<file path="src/rtl/cpu_types_pkg.sv">
// Shared types for the MIPS core pipeline: word/register aliases, branch kinds
// and the EX/MEM registered bundle.
package cpu_types_pkg;

  localparam int WORD_W = 32;
  localparam int REG_W  = 5;

  typedef logic [WORD_W-1:0] word_t;
  typedef logic [REG_W-1:0]  regbits_t;

  typedef enum logic [1:0] {
    BR_NONE = 2'd0,
    BR_BEQ  = 2'd1,
    BR_BNE  = 2'd2
  } branch_t;

  typedef struct packed {
    logic     valid;
    word_t    pc;
    word_t    alu_out;
    word_t    store_data;
    regbits_t wsel;
    logic     regwrite;
    logic     memread;
    logic     memwrite;
    logic     memtoreg;
    logic     halt;
    logic     branch_taken;
    word_t    branch_pc;
  } ex_mem_t;

endpackage

</file>
<file path="src/rtl/ex_branch_resolve.sv">
// Combinational branch/trap resolution for the instruction leaving EX.
// A trapping instruction never redirects the PC.
module ex_branch_resolve
  import cpu_types_pkg::*;
(
  input  logic    fire_i,
  input  logic    ovf_check_i,
  input  logic    alu_overflow_i,
  input  logic    alu_zero_i,
  input  branch_t branch_type_i,
  output logic    trap_o,
  output logic    taken_o
);

  logic cond_s;

  always_comb begin
    cond_s = 1'b0;
    case (branch_type_i)
      BR_BEQ:  cond_s = alu_zero_i;
      BR_BNE:  cond_s = ~alu_zero_i;
      BR_NONE: cond_s = 1'b0;
      default: cond_s = 1'b0;
    endcase
    trap_o  = fire_i & ovf_check_i & alu_overflow_i;
    taken_o = fire_i & ~trap_o & cond_s;
  end

endmodule

</file>
<file path="src/rtl/ex_mem_stage.sv">
// EX/MEM pipeline register: captures ALU result and control, resolves branches,
// squashes overflowing instructions and keeps a sticky exception with EPC.
module ex_mem_stage
  import cpu_types_pkg::*;
#(
  parameter word_t RESET_PC = 32'h0000_0000
) (
  input  logic     CLK,
  input  logic     nRST,
  input  logic     stall,
  input  logic     flush,
  input  logic     ex_valid,
  input  word_t    ex_pc,
  input  word_t    alu_out,
  input  logic     alu_zero,
  input  logic     alu_overflow,
  input  logic     ovf_check,
  input  branch_t  branch_type,
  input  word_t    branch_target,
  input  word_t    store_data,
  input  regbits_t wsel,
  input  logic     regwrite,
  input  logic     memread,
  input  logic     memwrite,
  input  logic     memtoreg,
  input  logic     halt,
  input  logic     exc_clr,
  output logic     mem_valid,
  output word_t    mem_pc,
  output word_t    mem_alu_out,
  output word_t    mem_store_data,
  output regbits_t mem_wsel,
  output logic     mem_regwrite,
  output logic     mem_memread,
  output logic     mem_memwrite,
  output logic     mem_memtoreg,
  output logic     mem_halt,
  output logic     branch_taken,
  output word_t    branch_pc,
  output logic     exc_pending,
  output word_t    epc
);

  ex_mem_t stage_q, stage_d;
  logic    exc_q, exc_d;
  word_t   epc_q, epc_d;
  logic    trap_s, taken_s, live_s;

  ex_branch_resolve u_resolve (
    .fire_i         (ex_valid),
    .ovf_check_i    (ovf_check),
    .alu_overflow_i (alu_overflow),
    .alu_zero_i     (alu_zero),
    .branch_type_i  (branch_type),
    .trap_o         (trap_s),
    .taken_o        (taken_s)
  );

  assign live_s = ex_valid & ~trap_s;

  // Next-state selection: flush > stall > normal load.
  always_comb begin
    stage_d = stage_q;
    exc_d   = exc_q;
    epc_d   = epc_q;
    if (flush) begin
      stage_d.valid        = 1'b0;
      stage_d.regwrite     = 1'b0;
      stage_d.memread      = 1'b0;
      stage_d.memwrite     = 1'b0;
      stage_d.memtoreg     = 1'b0;
      stage_d.halt         = 1'b0;
      stage_d.branch_taken = 1'b0;
      if (exc_clr) exc_d = 1'b0;
      else         exc_d = exc_q;
    end else if (stall) begin
      if (exc_clr) exc_d = 1'b0;
      else         exc_d = exc_q;
    end else begin
      stage_d.valid        = ex_valid;
      stage_d.pc           = ex_pc;
      stage_d.alu_out      = alu_out;
      stage_d.store_data   = store_data;
      stage_d.wsel         = wsel;
      stage_d.regwrite     = live_s & regwrite;
      stage_d.memread      = live_s & memread;
      stage_d.memwrite     = live_s & memwrite;
      stage_d.memtoreg     = ex_valid & memtoreg;
      stage_d.halt         = ex_valid & halt;
      stage_d.branch_taken = taken_s;
      stage_d.branch_pc    = branch_target;
      // A trap beats a same-cycle clear; only a still-pending fault keeps its EPC.
      if (trap_s) begin
        exc_d = 1'b1;
        if (exc_q && !exc_clr) epc_d = epc_q;
        else                   epc_d = ex_pc;
      end else if (exc_clr) begin
        exc_d = 1'b0;
      end else begin
        exc_d = exc_q;
      end
    end
  end

  // Pipeline and exception state flops with synchronous reset.
  always_ff @(posedge CLK) begin
    if (!nRST) begin
      stage_q    <= '0;
      stage_q.pc <= RESET_PC;
      exc_q      <= 1'b0;
      epc_q      <= RESET_PC;
    end else begin
      stage_q <= stage_d;
      exc_q   <= exc_d;
      epc_q   <= epc_d;
    end
  end

  assign mem_valid      = stage_q.valid;
  assign mem_pc         = stage_q.pc;
  assign mem_alu_out    = stage_q.alu_out;
  assign mem_store_data = stage_q.store_data;
  assign mem_wsel       = stage_q.wsel;
  assign mem_regwrite   = stage_q.regwrite;
  assign mem_memread    = stage_q.memread;
  assign mem_memwrite   = stage_q.memwrite;
  assign mem_memtoreg   = stage_q.memtoreg;
  assign mem_halt       = stage_q.halt;
  assign branch_taken   = stage_q.branch_taken;
  assign branch_pc      = stage_q.branch_pc;
  assign exc_pending    = exc_q;
  assign epc            = epc_q;

endmodule

</file>
<file path="config.mk">
export PLATFORM = sky130hd
export DESIGN_NAME = ex_mem_stage
export DESIGN_NICKNAME = d
export VERILOG_FILES = /design/src/rtl/cpu_types_pkg.sv /design/src/rtl/ex_branch_resolve.sv /design/src/rtl/ex_mem_stage.sv
export SDC_FILE = /design/constraint.sdc
export NUM_CORES = 1
export LEC_CHECK = 0
export BUFFER_PORTS_ARGS = -buffer_cell sky130_fd_sc_hd__buf_2
export CORE_MARGIN = 1
export CORE_UTILIZATION = 25
export DETAILED_ROUTE_END_ITERATION = 8
export PLACE_DENSITY = 0.55
export SLEW_MARGIN = 10
export SYNTH_ARGS = -nofsm -noshare
export SYNTH_HDL_FRONTEND = slang
export SYNTH_HIERARCHICAL = 1
export SYNTH_SLANG_ARGS = --single-unit
</file>
<file path="constraint.sdc">
create_clock -name CLK -period 1.46 [get_ports CLK]
set_clock_uncertainty 0.15 [all_clocks]
set_input_delay 0.073 -clock CLK [delete_from_list [all_inputs] [get_ports CLK]]
set_output_delay 0.073 -clock CLK [all_outputs]
set_load 0.005 [all_outputs]
</file>
Word-level counts from Yosys, hierarchy flattened. Cells that the tools add are included.

Bits of input ports: 149. Register bits: 173. Output and inout bits: 173.

Reduce and logical (&&, ||, !) cells: 5. Equal/unequal tests: 2. Muxes and demuxes: 5. Bitwise operators: 15.

Operators by type and width (count): $and 1x1->1 (9); $not 1->1 (6); $mux 1 (4); $reduce_and 4->1 (1); $eq 2x1->1 const B (1); $eq 2x2->1 const B (1); $pmux 1 s2 (1); $reduce_and 2->1 (1); $reduce_or 2->1 (1); $logic_and 1x1->1 (1); $logic_not 1->1 (1).

Logic depth before layout (Yosys ltp). Gate-level depths: netlist (run 1).

Word-level depth: 5. Depth in mapped cells: 6. Gate-level depth less buffers: 4.

Hierarchy. The synthesis (run 1) kept the hierarchy.

Modules (own cells, without submodules): ex_mem_stage (cells each 750, sequential area each 3463.3 sq um, instances 1, area each 6459.9 sq um); ex_branch_resolve (cells each 5, sequential area each 0.0 sq um, instances 1, area each 41.3 sq um).

Worst setup path after synthesis (run 1). Ideal clock, no wire load.

Path kind: register -> register. From: reg exc_q, in the netlist exc_pending. To: reg epc_q[10], in the netlist epc[10]. Arrival: 1.007 ns. Period minus slack after synthesis: 1.228 ns. Stages on the path, launching flop included: 6. Setup slack: 0.232 ns. Library setup time: 0.072 ns. Path through: dfxtp_1 nand2b_1 and3_1 buf_2 buf_6 mux2i_1.

Cells in the longest elaborated chain, start to end: 3.

Ends and longest elaborated chain: start, declared (line ex_mem_stage.sv:45) `logic exc_q, exc_d;`; start signal, assigned (line ex_mem_stage.sv:110) `exc_q <= 1'b0;`; start signal, assigned (line ex_mem_stage.sv:114) `exc_q <= exc_d;`; $logic_and 1x1->1 (line ex_mem_stage.sv:95) `if (exc_q && !exc_clr) epc_d = epc_q;`; $not 1->1 (no line); $reduce_and 4->1 (no line); end signal, assigned (line ex_mem_stage.sv:115) `epc_q <= epc_d;`; end, declared (line ex_mem_stage.sv:46) `word_t epc_q, epc_d;`.

Every way passes these cells. A chain may end at the register's enable or synchronous reset.

==> results.md, run 1 <==
- Sequential element share of the synthesized area: 53.3%
- Most common library cell in the layout ignoring fill and taps: sky130_fd_sc_hd__nand2_1
- Type of the most critical hold path: in -> reg
- Effective utilization at floorplan: between 20% and 30%
- Maximum operating frequency: between 0.7 and 0.8 GHz
- FF-to-FF path depth: 3
- Total Negative Setup Slacks: 0 ns
- Capturing element of the worst setup path: mem_halt
- Number of warnings printed during yosys synthesis: 6
- Combined area of all synthesized cells: 6500 um^2
- Number of failing setup endpoints in the final timing report: 0
- Yosys top cell by area: sky130_fd_sc_hd__dfxtp_1
- Maximum number of pins on one net before global-route repair: between 70 and 80
- Routed wire length per instance: 13.3 um
- Iter 0 DRT Violations: 344
- Cell Rows: between 50 and 60
- Met3 wire length: approximately 1.4 mm
- Synthesized netlist net count: about 900
- Worst slew margin relative to its limit: about 77%
- Width of the die: ~160 um
- Avg Cell Area, Syn: 8.61 um^2
- Routability congestion estimate: roughly 0.75
- Standard cell core area: between 20000 and 30000 um^2
- Setup repair after global routing missed its margin: false
- Buffer levels on the longest clock path: 2
- R2R Setup Slk: 0.06 ns
- Most used cells in the layout excluding fill and tap cells: sky130_fd_sc_hd__nand2_1, sky130_fd_sc_hd__buf_2, sky130_fd_sc_hd__dfxtp_1
- Startpoint type of the worst setup path: flop
- Number of antenna violations at the first check in global routing: 0
- Top flip-flop cell by instance count after synthesis: sky130_fd_sc_hd__dfxtp_1
- Crit path time final: ~1.4 ns
- Antenna cells: 0
- Layout Area Growth over Synthesis: 63.3%
- Vias in the first global route: 6483
- Buffers & Inverters on Critical Path: 1
- Clock group share of total power: around two fifths
- Max-cap viol count: 0
- Part of the cycle the worst path needs: a little over nine tenths
- Reg clk slew, reported paths: 0.08 ns
- Capturing point of the worst reg2reg path: mem_halt
- Number of pins exceeding their max-slew limit in the final report: 0
- Share of total power consumed by net switching: ~26%
- Startpoint of the worst register-to-register path: mem_halt
- Share of Yosys cell area claimed by the top area cell type: 53.3%
- CP startpoint: mem_halt
- Num CTS Buffers: 17
- Run status: finished clean
- Met1 WL: 8.94 mm
- Kind of critical path: reg -> reg
- CP max FO: 2
- Grt ovf: 0
- Wirelength, routed: 20.7 mm
- Post-synthesis instance total: 755
- Sequential share of power: a little under half
- Number of buffers added for setup after CTS: 0
- Critical path data required time: 1.61 ns
- Distinct cell type count of the synthesized netlist: 22
- Cell at the root of the clock tree: sky130_fd_sc_hd__clkbuf_16
- Global-route wire length before repair: 32.0 mm
- Cell with the biggest individual delay on the critical path: sky130_fd_sc_hd__dlygate4sd3_1
- Top cells by area, synth: sky130_fd_sc_hd__dfxtp_1, sky130_fd_sc_hd__nand2_1, sky130_fd_sc_hd__a21boi_1
- VDD IR max: around 0.00056 V
- Fin. Hold Viols: 0
- Cell Pwr Density: 1020 nW/um^2
- Die Outline Area: between 20000 and 30000 um^2
- Clock tree from TritonCTS: built
- Final antenna-violating net count: 0
- Detailed-routed wire length on met2: 10.1 mm
- Number of iterations in the first detailed-routing pass: 6
- Combinational Power Share: about 12%
- Via/cell ratio: 4.20
- Final layout net count: between 1000 and 1500
- FFs w/ async S/R, synth: 0%
- Critical path depth in cells: 3
- Total half-perimeter wirelength after legalization and detailed placement: 13.4 mm
- Number of placed I/O pins: ~320
- Floorplan die height: 163 um
- Maximum level of the CTS H-tree: 4
- Clock latency of the later-clocked register in the worst-skew pair: 0.41 ns
- Tightest Pin Transition: 0.343 ns
- Peak per-stage delay on the critical path: 0.58 ns
- Number of clock sinks: 173
- Synth Register Bits: 173
- Gr usage total: around 15%
- Endpoint class of the critical path: flop
- EDFF count, synth: 0
- Fraction of final layout cells sized beyond drive strength 1: approximately 31%
- Detailed-route DRC error count: 0
- Top Metal Used: met4
- Static Leakage: 0.00480 uW
- Final cell utilization of the core: 41.9%
- Arrival time worst endpoint: roughly 1.6 ns
- Cells along the critical path: a22oi_1 -> dlygate4sd3_1 -> nor2_1
- Number of buffers added on ports: 321
- Vias after detailed routing: 6533
- Switching power: 2800 uW
- Crit-path leading delay family: buffers and inverters
- Cell internal power dissipation: roughly 8000 uW
==> area by class of cell <==
class / instances / area (um^2)
clock inverters: 13 / 120
multi-input cells: 525 / 2750
flip-flops and latches: 173 / 3460
inverters: 1 / 3.75
fillers: 2540 / 14700
clock buffers: 19 / 453
repair buffers: 493 / 3410
well taps: 330 / 413
==> per-layer routing <==
| layer | up-vias | track usage (%) |
|---|---|---|
| met5 | - | 0 |
| met4 | 0 | 4.55 |
| met3 | 15 | 4.67 |
| met2 | 213 | 26.6 |
| met1 | 2974 | 17.0 |
| li1 | 3331 | - |
==> worst min-delay path: cells and delay by family <==
family	cells	cell delay [ns]
buffers and inverters	2	0.31
and+or+nand+nor	2	0.15
AOI/OAI and AO/OA	1	0.06
==> synthesized netlist by cell type, types with 3 or more instances <==
cell type                  count
sky130_fd_sc_hd__a21boi_1     70
sky130_fd_sc_hd__buf_6         3
sky130_fd_sc_hd__mux2i_1      33
sky130_fd_sc_hd__a21boi_0     64
sky130_fd_sc_hd__buf_1         9
sky130_fd_sc_hd__nor2_1        4
sky130_fd_sc_hd__buf_2        18
sky130_fd_sc_hd__nand3b_1      4
sky130_fd_sc_hd__a21oi_1       4
sky130_fd_sc_hd__nand2_1     334
sky130_fd_sc_hd__buf_4         8
sky130_fd_sc_hd__clkbuf_1     18
sky130_fd_sc_hd__dfxtp_1     173
==> state kept, by name, indices dropped and copies added, names as in the netlist <==
signal	cells
exc_pending	1
branch_pc	32
mem_wsel	5
mem_valid	1
mem_regwrite	1
mem_memread	1
mem_memtoreg	1
mem_pc	32
branch_taken	1
mem_alu_out	32
mem_memwrite	1
epc	32
mem_halt	1
mem_store_data	32
==> how the worst min path moves through the flow <==
stage                  startpoint                end  slack (ns)  cells past startpoint
finish                      flush         mem_pc[27]        0.07                      5
floorplan              alu_out[0]     mem_alu_out[0]        0.06                      2
global route                flush       branch_pc[4]        0.08                      5
global placement         memtoreg       mem_memtoreg        0.15                      3
CTS                         flush         mem_pc[27]        0.06                      5
detailed placement  store_data[4]  mem_store_data[4]        0.17                      3
==> power groups by stage <==
stage / combinational, uW / sequential, uW / clock [uW]
3_3_place_gp: 1030 / 5090 / 0
2_1_floorplan: 448 / 5110 / 0
4_1_cts: 1350 / 4990 / 4690
6_report: 1340 / 4990 / 4490
5_1_grt: 1480 / 5010 / 4880
3_5_place_dp: 1030 / 5100 / 0
==> metrics by stage <==
step	total power, uW	hold WS [ns]	setup WS (ns)	cell area, um^2	std cells
after floorplan	5560	0.0578	0.232	6500	755
after global placement	6120	0.153	0.170	8510	1369
after detailed placement	6130	0.170	0.113	8510	1369
after CTS	11000	0.0583	0.117	10600	1554
after global routing	11400	0.0801	0.0198	10600	1554
final	10800	0.0671	0.0639	10600	1554
==> repair_timing <==
item / 4_1_cts / 5_1_grt
endpoints found under the setup margin: 0 / 1
hold endpoints to repair: 173 / 0
hold buffers: 153 / 0
gates resized for setup: 0 / 1
==> logic make-up (layout without fill, tap and decap cells) <==
group           after synthesis  in the layout  synth area share (%)
simple gates                351            351                  21.0
compound gates              141            141                  16.2
mux                          33             33                  5.08
buf+inv                      57            526                  4.45
flops                       173            173                  53.3
No activity file was read; power rests on OpenSTA's default activity.
==> run 2, diff against run 1 <==
- CELL_PAD_IN_SITES_DETAIL_PLACEMENT: not set -> 0
- CELL_PAD_IN_SITES_GLOBAL_PLACEMENT: not set -> 1
- PLACE_DENSITY: 0.55 -> 0.7
==> results.md, run 2 (same netlist as run 1, synthesis figures left out) <==
- Arrival time worst endpoint: 1.60 ns (+0.05 ns)
- Via/cell ratio: 4.24 (+0.80%)
- Worst slew margin relative to its limit: 54.4% (-23 points)
- Cell at the root of the clock tree: sky130_fd_sc_hd__clkbuf_16
- Gr usage total: 15.7% (+0.66 points)
- Final antenna-violating net count: 0 (unchanged)
- Standard cell core area: 25300 um^2 (unchanged)
- Layout Area Growth over Synthesis: 65.3%
- Setup repair after global routing missed its margin: false
- Clock group share of total power: 42.8% (+1.3 points)
- Reg clk slew, reported paths: 0.08 ns (about the same)
- Tightest Pin Transition: 0.684 ns (+0.341 ns)
- Crit path time final: 1.39 ns (-0.00922 ns)
- Startpoint of the worst register-to-register path: mem_memtoreg
- Endpoint class of the critical path: flop
- Critical path data required time: 1.68 ns (+0.07 ns)
- R2R Setup Slk: 0.08 ns (+0.02 ns)
- Final layout net count: 1371 (+0.81%)
- Floorplan die height: 163 um (unchanged)
- Capturing point of the worst reg2reg path: mem_memtoreg
- Number of failing setup endpoints in the final timing report: 0 (unchanged)
- Buffer levels on the longest clock path: 2 (unchanged)
- Kind of critical path: in -> reg
- Static Leakage: 0.00487 uW (+1.3%)
- Vias after detailed routing: 6632 (+1.5%)
- Combined flip-flop and latch cell area: 3460 um^2 (unchanged)
- Width of the die: 163 um (unchanged)
- Share of total power consumed by net switching: 26.2% (+0.36 points)
- Routed wire length per instance: 13.7 um (+2.8%)
- CP max FO: 2 (unchanged)
- Total Negative Setup Slacks: 0 ns (unchanged)
- Iter 0 DRT Violations: 271 (-21%)
- Maximum level of the CTS H-tree: 4 (unchanged)
- Routability congestion estimate: 0.748 (-0.21%)
- Most common library cell in the layout ignoring fill and taps: sky130_fd_sc_hd__nand2_1
- Type of the most critical hold path: in -> reg
- Run status: finished clean
- Detailed-route DRC error count: 0 (unchanged)
- Sequential share of power: 44.9% (-1.2 points)
- Die Outline Area: 26700 um^2 (unchanged)
- Cell internal power dissipation: 8190 uW (+2.1%)
- Worst hold slack: 0.0163 ns (-0.0508 ns)
- Wirelength, routed: 21.5 mm (+3.5%)
- Switching power: 2910 uW (+4.0%)
- Number of buffers added on ports: 321 (unchanged)
- Fraction of final layout cells sized beyond drive strength 1: 30.3% (-0.44 points)
- Number of pins exceeding their max-slew limit in the final report: 0 (unchanged)
- Number of antenna violations at the first check in global routing: 0 (unchanged)
- Global-route wire length before repair: 33.0 mm (+3.3%)
- Effective utilization at floorplan: 25.7% (unchanged)
- Vias in the first global route: 6578 (+1.5%)
- VDD IR max: 0.000618 V (+11%)
- Num CTS Buffers: 17 (unchanged)
- Hold path start: nRST
- FF-to-FF path depth: 3 (unchanged)
- Combinational Power Share: 12.3% (about the same)
- Antenna cells: 0 (unchanged)
- Worst hold path stage count: 3 (-2)
- Number of clock sinks: 173 (unchanged)
- Fill cell instance count of the final layout: 2546 (+0.24%)
- Clock tree from TritonCTS: built
- Maximum operating frequency: 0.721 GHz (+0.67%)
- Max-cap viol count: 0 (unchanged)
- Number of iterations in the first detailed-routing pass: 5 (-1)
- Most used cells in the layout excluding fill and tap cells: sky130_fd_sc_hd__nand2_1, sky130_fd_sc_hd__buf_2, sky130_fd_sc_hd__dfxtp_1
- End of the worst hold path: mem_store_data[0]
- Clock latency of the later-clocked register in the worst-skew pair: 0.42 ns (about the same)
- Part of the cycle the worst path needs: 95.0% (-0.63 points)
- Total half-perimeter wirelength after legalization and detailed placement: 13.6 mm (+1.6%)
- Cell Pwr Density: 1030 nW/um^2 (+1.4%)
- Number of placed I/O pins: 322 (unchanged)
- Fin. Hold Viols: 0 (unchanged)
- Cell Rows: 58 (unchanged)
- Maximum number of pins on one net before global-route repair: 81 (+13%)
- Area of combinational cells with multiple inputs: 2750 um^2 (unchanged)
- Startpoint type of the worst setup path: primary input
- Grt ovf: 0 (unchanged)
run 2: metal layers:
| layer | up-vias | track usage, % | part of all wire, % |
|---|---|---|---|
| li1 | 3358 | - | - |
| met3 | 25 | 5.21 | 7.6 |
| met1 | 3009 | 17.7 | 43 |
| met5 | - | 0 | 0 |
| met2 | 240 | 27.6 | 48 |
| met4 | 0 | 4.76 | 1.8 |
run 2: final cells by class:
class	count	share of cell area, %
Timing Repair Buffer	504	32.6
Clock buffer	18	4.09
Sequential cell	173	32.2
Tap cell	330	3.84
Clock inverter	14	1.61
Multi-Input combinational cell	525	25.6
Inverter	1	0.0349
run 2: repair_timing:
item	in CTS	in global routing
resized for setup	0	1
hold buffers	166	0
buffers inserted	0	0
endpoints found under the hold margin	173	0
setup endpoints to repair	0	12
run 2: critical path, stage by stage:
cell and delay (ns):
sky130_fd_sc_hd__dlygate4sd3_1 0.53, sky130_fd_sc_hd__buf_2 0.14, sky130_fd_sc_hd__or3b_1 0.40, sky130_fd_sc_hd__a221oi_2 0.27
sky130_fd_sc_hd__mux2i_1 0.10, sky130_fd_sc_hd__nor2_1 0.08
run 2: how the worst max path moves through the flow:
stage	cells after the start	startpoint	slack, ns	endpoint
6_report	6	branch_type[0]	0.07	branch_taken
5_1_grt	6	branch_type[0]	0.02	branch_taken
4_1_cts	5	nRST	0.01	epc[22]
3_5_place_dp	5	stall	0.15	epc[25]
3_3_place_gp	5	alu_overflow	0.18	epc[4]
2_1_floorplan	5	exc_pending	0.23	epc[10]
run 2: through the flow:
stage	worst slack [ns]	power, uW	instances	area (um^2)	util, %
5_1_grt	0.0215	11600	1565	10700	42.4
6_report	0.0731	11100	1565	10700	42.4
3_3_place_gp	0.180	6110	1367	8470	33.4
3_5_place_dp	0.151	6120	1367	8470	33.4
4_1_cts	0.0105	11300	1565	10700	42.4
2_1_floorplan	0.232	5560	755	6500	-
run 2: power by group through the flow:
stage	sequential [uW]	combinational (uW)	clock, uW
2_1_floorplan	5110	448	0
3_3_place_gp	5090	1020	0
3_5_place_dp	5100	1030	0
4_1_cts	4990	1370	4920
5_1_grt	5010	1500	5130
6_report	4980	1370	4750
